**src/rtl/tx_arbiter_pkg.sv**
```systemverilog
// Shared types and constants for the UART transmit arbiter family.
package tx_arbiter_pkg;

  typedef enum logic [1:0] {
    IDLE      = 2'd0,
    SEND      = 2'd1,
    WAIT_DONE = 2'd2,
    RELEASE   = 2'd3
  } arb_state_t;

  localparam int DEFAULT_DATA_WIDTH = 8;

endpackage

```
**src/rtl/rr_pick.sv**
```systemverilog
// Combinational round-robin priority encoder: returns the first set request
// bit found when searching upward from rr_ptr, wrapping modulo NUM_REQ.
module rr_pick
  import tx_arbiter_pkg::*;
#(
  parameter int NUM_REQ = 4,
  parameter int IDW     = $clog2(NUM_REQ)
) (
  input  logic [NUM_REQ-1:0] req,
  input  logic [IDW-1:0]     rr_ptr,
  output logic               valid,
  output logic [IDW-1:0]     index
);

  function automatic logic [IDW-1:0] wrap_idx(input int base, input int offset);
    return IDW'((base + offset) % NUM_REQ);
  endfunction

  // Scan candidates in rotating order and keep the first active one.
  always_comb begin
    valid = 1'b0;
    index = '0;
    for (int off = 0; off < NUM_REQ; off++) begin
      if (!valid && req[wrap_idx(int'(rr_ptr), off)]) begin
        valid = 1'b1;
        index = wrap_idx(int'(rr_ptr), off);
      end
    end
  end

endmodule

```
**src/rtl/tx_arbiter.sv**
```systemverilog
// Round-robin arbiter sharing one UART transmitter among NUM_REQ byte
// producers. Drives the four-phase Send/Sent handshake and pulses ack to the
// granted requester once its byte has been accepted.
module tx_arbiter
  import tx_arbiter_pkg::*;
#(
  parameter int NUM_REQ    = 4,
  parameter int DATA_WIDTH = DEFAULT_DATA_WIDTH,
  parameter int IDW        = $clog2(NUM_REQ)
) (
  input  logic                          clk,
  input  logic                          reset,
  input  logic [NUM_REQ-1:0]            req,
  input  logic [NUM_REQ*DATA_WIDTH-1:0] req_data,
  output logic [NUM_REQ-1:0]            ack,
  output logic                          tx_send,
  output logic [DATA_WIDTH-1:0]         tx_din,
  input  logic                          tx_sent,
  output logic                          busy,
  output logic [IDW-1:0]                grant_id
);

  arb_state_t             state, state_next;
  logic [IDW-1:0]         rr_ptr, rr_ptr_next;
  logic [IDW-1:0]         grant_next;
  logic [DATA_WIDTH-1:0]  din_next;
  logic                   send_next;
  logic [NUM_REQ-1:0]     ack_next;
  logic                   busy_next;

  logic                   pick_valid;
  logic [IDW-1:0]         pick_index;
  logic [DATA_WIDTH-1:0]  pick_byte;

  rr_pick #(
    .NUM_REQ (NUM_REQ),
    .IDW     (IDW)
  ) u_rr_pick (
    .req     (req),
    .rr_ptr  (rr_ptr),
    .valid   (pick_valid),
    .index   (pick_index)
  );

  // Select the byte belonging to the requester the encoder would grant.
  always_comb begin
    pick_byte = '0;
    for (int i = 0; i < NUM_REQ; i++) begin
      if (pick_index == IDW'(i)) begin
        pick_byte = req_data[i*DATA_WIDTH +: DATA_WIDTH];
      end
    end
  end

  // Next-state and next-output logic; every output is computed here and
  // registered below so nothing combinational reaches the ports.
  always_comb begin
    state_next  = state;
    rr_ptr_next = rr_ptr;
    grant_next  = grant_id;
    din_next    = tx_din;
    send_next   = tx_send;
    ack_next    = '0;
    case (state)
      IDLE: begin
        if (!tx_sent && pick_valid) begin
          din_next   = pick_byte;
          grant_next = pick_index;
          send_next  = 1'b1;
          state_next = SEND;
        end
      end
      SEND: begin
        if (tx_sent) begin
          ack_next[grant_id] = 1'b1;
          send_next          = 1'b0;
          state_next         = RELEASE;
        end
      end
      RELEASE: begin
        if (!tx_sent) begin
          if (int'(grant_id) == NUM_REQ - 1) begin
            rr_ptr_next = '0;
          end else begin
            rr_ptr_next = grant_id + IDW'(1);
          end
          state_next = IDLE;
        end
      end
      default: begin
        send_next  = 1'b0;
        state_next = IDLE;
      end
    endcase
    busy_next = (state_next != IDLE);
  end

  // State and output registers; reset aborts any transfer without an ack.
  always_ff @(posedge clk or posedge reset) begin
    if (reset) begin
      state    <= IDLE;
      rr_ptr   <= '0;
      grant_id <= '0;
      tx_din   <= '0;
      tx_send  <= 1'b0;
      ack      <= '0;
      busy     <= 1'b0;
    end else begin
      state    <= state_next;
      rr_ptr   <= rr_ptr_next;
      grant_id <= grant_next;
      tx_din   <= din_next;
      tx_send  <= send_next;
      ack      <= ack_next;
      busy     <= busy_next;
    end
  end

endmodule

```
**config.mk**
```make
export PLATFORM = sky130hd
export DESIGN_NAME = tx_arbiter
export DESIGN_NICKNAME = d
export VERILOG_FILES = /design/src/rtl/tx_arbiter_pkg.sv /design/src/rtl/rr_pick.sv /design/src/rtl/tx_arbiter.sv
export SDC_FILE = /design/constraint.sdc
export NUM_CORES = 1
export LEC_CHECK = 0
export ABC_AREA = 1
export CORE_MARGIN = 3
export CORE_UTILIZATION = 43
export DETAILED_ROUTE_END_ITERATION = 10
export PLACE_DENSITY_LB_ADDON = 0.08
export RECOVER_POWER = 100
export SETUP_SLACK_MARGIN = 0.1
export SLEW_MARGIN = 15
export SYNTH_ARGS = -nofsm -noshare
export SYNTH_HDL_FRONTEND = slang
export SYNTH_HIERARCHICAL = 1
export SYNTH_SLANG_ARGS = --single-unit
```
**constraint.sdc**
```tcl
create_clock -name clk -period 2.2 [get_ports clk]
set_clock_uncertainty 0.05 [all_clocks]
set_input_delay 0.44 -clock clk [delete_from_list [all_inputs] [get_ports clk]]
set_output_delay 0.44 -clock clk [all_outputs]
set_load 0.05 [all_outputs]
```
Word level (Yosys, flattened, before mapping) --
Cells that the tools add are included.
Word-level totals: word-level logic and storage cells 74, output and inout bits 16, bits in registers 20
Cells by class: multiplexer cells 32, equality and inequality tests 8, add/sub/neg operators 4, $lt $le $gt $ge 6, bitwise operators 2, reductions and logical operators 15
Operators by type and width (number):
- $mux W8 | 4
- $mux W2 | 8
- $lt A2 B3 Y1 const B | 5
- $mux W1 | 11
- $bmux W1 S2 | 4
- $mux W4 | 2
- $eq A2 B1 Y1 const B | 3
- $eq A2 B2 Y1 const B | 3
- $pmux W2 S3 | 1
- $logic_and A1 B1 Y1 | 5
- $add A2 B1 Y2 const B | 2
- $add A2 B2 Y2 const B | 2
- $logic_not A1 Y1 | 4
- $logic_not A2 Y1 | 2
- $ne A2 B2 Y1 const B | 2
- $reduce_and A2 Y1 | 2
- $pmux W1 S3 | 1
- $reduce_and A3 Y1 | 1
- $demux W1 S2 | 1
- $ge A2 B1 Y1 const B | 1
- $not A1 Y1 | 2
- $reduce_bool A2 Y1 | 1

Longest topological paths before layout --
depth in word-level cells 17, gate-level depth with buffers 15, gate-level depth less buffers 15

Cells and area by module --
Netlist, hierarchy kept.
Modules (own cells, without submodules):
- tx_arbiter | area an instance 1058.5 µm², instances 1, seq. area each 500.5 µm², cells each 142
- rr_pick | area an instance 319.1 µm², instances 1, seq. area each 0.0 µm², cells each 59

Least setup slack after synthesis --
No wires, ideal clock.
path kind register -> register, start point register rr_ptr[0], end point register tx_din[7], library setup time 0.118 ns, required time 2.032 ns, slack 0.436 ns, cell stages (with the launch flop) 16, path buffers 1, arrival 1.596 ns, path through dfrtp_1 buf_6 nand2_1 nand2_4 nand2_2 nand2_2 nor2_4 nand3_2 nand2_1 nand2_1 inv_1 nand2_1 nor2_1 nor2_1 nand2_1 nand2_1
Between the ends: word-level cells in the longest chain between the ends 17, elaborated cells between the ends (all ways) 35
Ends and longest elaborated chain:
- start, declared | line tx_arbiter.sv:24 | logic [IDW-1:0] rr_ptr, rr_ptr_next;
- start signal, assigned | line tx_arbiter.sv:110 | rr_ptr <= rr_ptr_next;
- parallel branches: the longest is 11 deep, another holds $add A2 B1 Y2
- $mux W2 * | line rr_pick.sv:24 | if (!valid && req[wrap_idx(int'(rr_ptr), off)]) begin
- net pick_index[0] | line tx_arbiter.sv:32 | logic [IDW-1:0] pick_index;
- $logic_not A2 Y1 | line tx_arbiter.sv:49 | if (pick_index == IDW'(i)) begin
- $mux W8 (3 in a row) | line tx_arbiter.sv:49
- $mux W8 * | line tx_arbiter.sv:49
- end signal, assigned | line tx_arbiter.sv:112 | tx_din <= din_next;
- end, declared | line tx_arbiter.sv:17 | output logic [DATA_WIDTH-1:0] tx_din,
Mark *: on every way through the listed nets, which the timed path passes. The select of a mux whose other input is x is not followed. A chain may end at the register's enable or synchronous reset.

Worst setup path in the final report --
start point register tx_din[7], end point output tx_din[7]
No word-level cell between the ends.

==> results by group <==
CTS
  • Reg clk slew, reported paths: 0.10 ns
  • Clock Latency Late Sink: 0.30 ns
  • Clk sinks: 20
  • Max clock buf depth: 2
  • Cts bufs inserted: 3
  • Root Driver: clkbuf_4
  • CTS H-Tree Depth: 1
  • Clock tree from TritonCTS: done

Critical path
  • Critical R2R Launch: rr_ptr[0]$_DFFE_PP0P_
  • Slowest CP cell: dlygate4sd3_1
  • Critical Path Stages: 1
  • CP Cell Sequence: dlygate4sd3_1
  • CP Data Required Time: 1.71 ns
  • Flop2flop setup slack: 0.22 ns
  • Crit path from: tx_din[7]$_DFFE_PP0P_
  • Crit path capture: tx_din[7]
  • Crit path buffers/inverters: 1
  • Critical path type: register to output pin
  • Crit-path max cell delay: 0.88 ns
  • Cells on worst reg2reg path: 14
  • Crit path DAT: 1.56 ns
  • CP delay by family, top: buffers and inverters
  • Worst R2R End: tx_din[0]$_DFFE_PP0P_
  • Crit-path max FO: 2
  • Startpoint types: register
  • Crit path capture type: output pin

GRT
  • Largest net degree at the start of global routing: 22
  • Aggregate global-route resource usage: 16.8%
  • Vias in the first global route: 1273
  • Initial antenna violation count: 0
  • Global-route wire length before repair: 5.35 mm
  • Grt ovf: 0

Synth
  • Synth unique cells: 21
  • Synth area leader: dfrtp_1
  • Post-Syn Nets: 244
  • Seq/Total Area, Yosys: 36.3%
  • Seq cells post-synth: 20
  • Synth top area cells: dfrtp_1, nand2_1, nand3_1
  • Yosys top cell area share: 36.3%
  • Yosys warns: 6
  • Synth Instances: 201
  • Area of the mapped netlist: 0.00138 mm^2
  • Syn Area/Cell: 6.85 um^2

Final layout
  • # fillers: 260
  • Fin util: 71.9%
  • Multi-input gate area: 781 um^2
  • Flip-flop and latch area: 502 um^2
  • Commonest non-fill, non-tap cells in the layout: nand2_1, clkdlybuf4s50_1, nor2_1, nand3_1, dfrtp_1
  • Ant. Diodes: 0
  • Commonest non-fill, non-tap cell in the layout: nand2_1
  • Layout area overhead: 51.4%
  • Share of layout cells above drive strength 1: 16.5%
  • Final instance area: 0.00209 mm^2
  • Layout net count: 310

Job
  • Maxcap violations: 0

Floorplan
  • I/O pin count: 55
  • Core area: 0.00290 mm^2
  • Die area: 0.00392 mm^2
  • Die height: 62.6 um
  • FP Rows: 19
  • Die width: 62.6 um
  • Initial Util: 47.5%

Placed design
  • I/O Buffers: 54
  • Post-Place Cell Area: 0.00202 mm^2
  • DP HPWL: 2.57 mm
  • Pre-CTS WS: -0.170 ns
  • GP Congestion: 0.889

Timing
  • FMAX: 489 MHz
  • Post-route setup slack: 0.154 ns
  • Setup_tns: 0 ns
  • Relative slew margins: 33.2%
  • Final hold vios: 0
  • Crit path time final: 2.05 ns
  • Worst Tran Pin Value: 1.00 ns
  • Max Slew Vio Count: 0
  • Setup Viol. Count Final: 0
  • Hold WS: 0.423 ns
  • RSZ-0062 raised after global routing: no
  • Final Cycle Share: 93.0%

Power
  • P_leak: 1.08 nW
  • PwrDens: 1500 mW/mm^2
  • Max rail drop VDD: 780 uV

Drt
  • Starting DRC count in detailed routing: 46
  • Via count: 1411
  • Wire length per cell: 10.4 um
  • 1st-pass router iterations: 4
  • DR vias/cell: 4.58
  • Final ANT Viol Nets: 0
  • Post-route DRC: 0
  • Post-Route WL: 3.21 mm

Min path
  • Worst min path class: register to register

Status
  • Status: finished, final reports clean
[stage by stage]
stage          power (mW)  std cells
6_report             3.13        308
3_5_place_dp         2.83        302
4_1_cts              3.05        306
5_1_grt              3.42        308
3_3_place_gp         2.81        302
2_1_floorplan        2.17        201
[flip-flops by register name, indices dropped and copies added, names as in the netlist]
| signal | cells |
|---|---|
| tx_din | 8 |
| ack | 4 |
| grant_id | 2 |
| rr_ptr | 2 |
| state | 2 |
| busy | 1 |
| tx_send | 1 |
[kinds of logic after synthesis]
group / share of synthesized area (%)
simple gates: 44.7
compound gates: 6.54
buf+inv: 8.81
fa+ha+maj: 3.63
flops: 36.3
[routing by layer]
layer  track usage, %  routed length, um
met5                0                  0
met2             26.6               1490
met4             8.26                 65
met3             2.34                179
met1             22.5               1480
[final cells by class]
type,count,share of cell area (%)
clock buffer,4,1.74
inverter,21,4.02
sequential,20,24.1
tap,42,2.52
multi-input combinational,155,37.4
timing repair buffer,66,30.2
[synthesized netlist by cell type (all sizes together)]
cell	instances
inv	21
buf	5
nand4	1
nand3	24
nor2	27
o21ai	15
ha	4
a21oi	3
or2	1
nand3b	1
nand2	79
dfrtp	20
[worst min-delay path by stage]
stage | from | end | slack (ns) | cells after the start
4_1_cts | reset | ack[3]$_DFF_PP0_ | 0.41 | 3
2_1_floorplan | reset | ack[0]$_DFF_PP0_ | 0.35 | 1
3_5_place_dp | tx_send$_DFFE_PP0P_ | tx_send$_DFFE_PP0P_ | 0.42 | 2
5_1_grt | tx_din[5]$_DFFE_PP0P_ | tx_din[5]$_DFFE_PP0P_ | 0.48 | 2
6_report | tx_send$_DFFE_PP0P_ | tx_send$_DFFE_PP0P_ | 0.42 | 2
3_3_place_gp | tx_send$_DFFE_PP0P_ | tx_send$_DFFE_PP0P_ | 0.41 | 2
[timing repair]
item | in CTS | in global routing
setup endpoints to repair | 7 | 12
pin swaps | 0 | 2
resized for setup | 1 | 19
buffers inserted | 0 | 2
hold buffers | 0 | 0
[report_power, final]
| group | total (mW) | internal, mW | switching (mW) |
|---|---|---|---|
| Combinational | 2.31 | 0.851 | 1.46 |
| Clock | 0.206 | 0.101 | 0.105 |
| Sequential | 0.613 | 0.499 | 0.115 |
(Power assumes the default switching activity.)
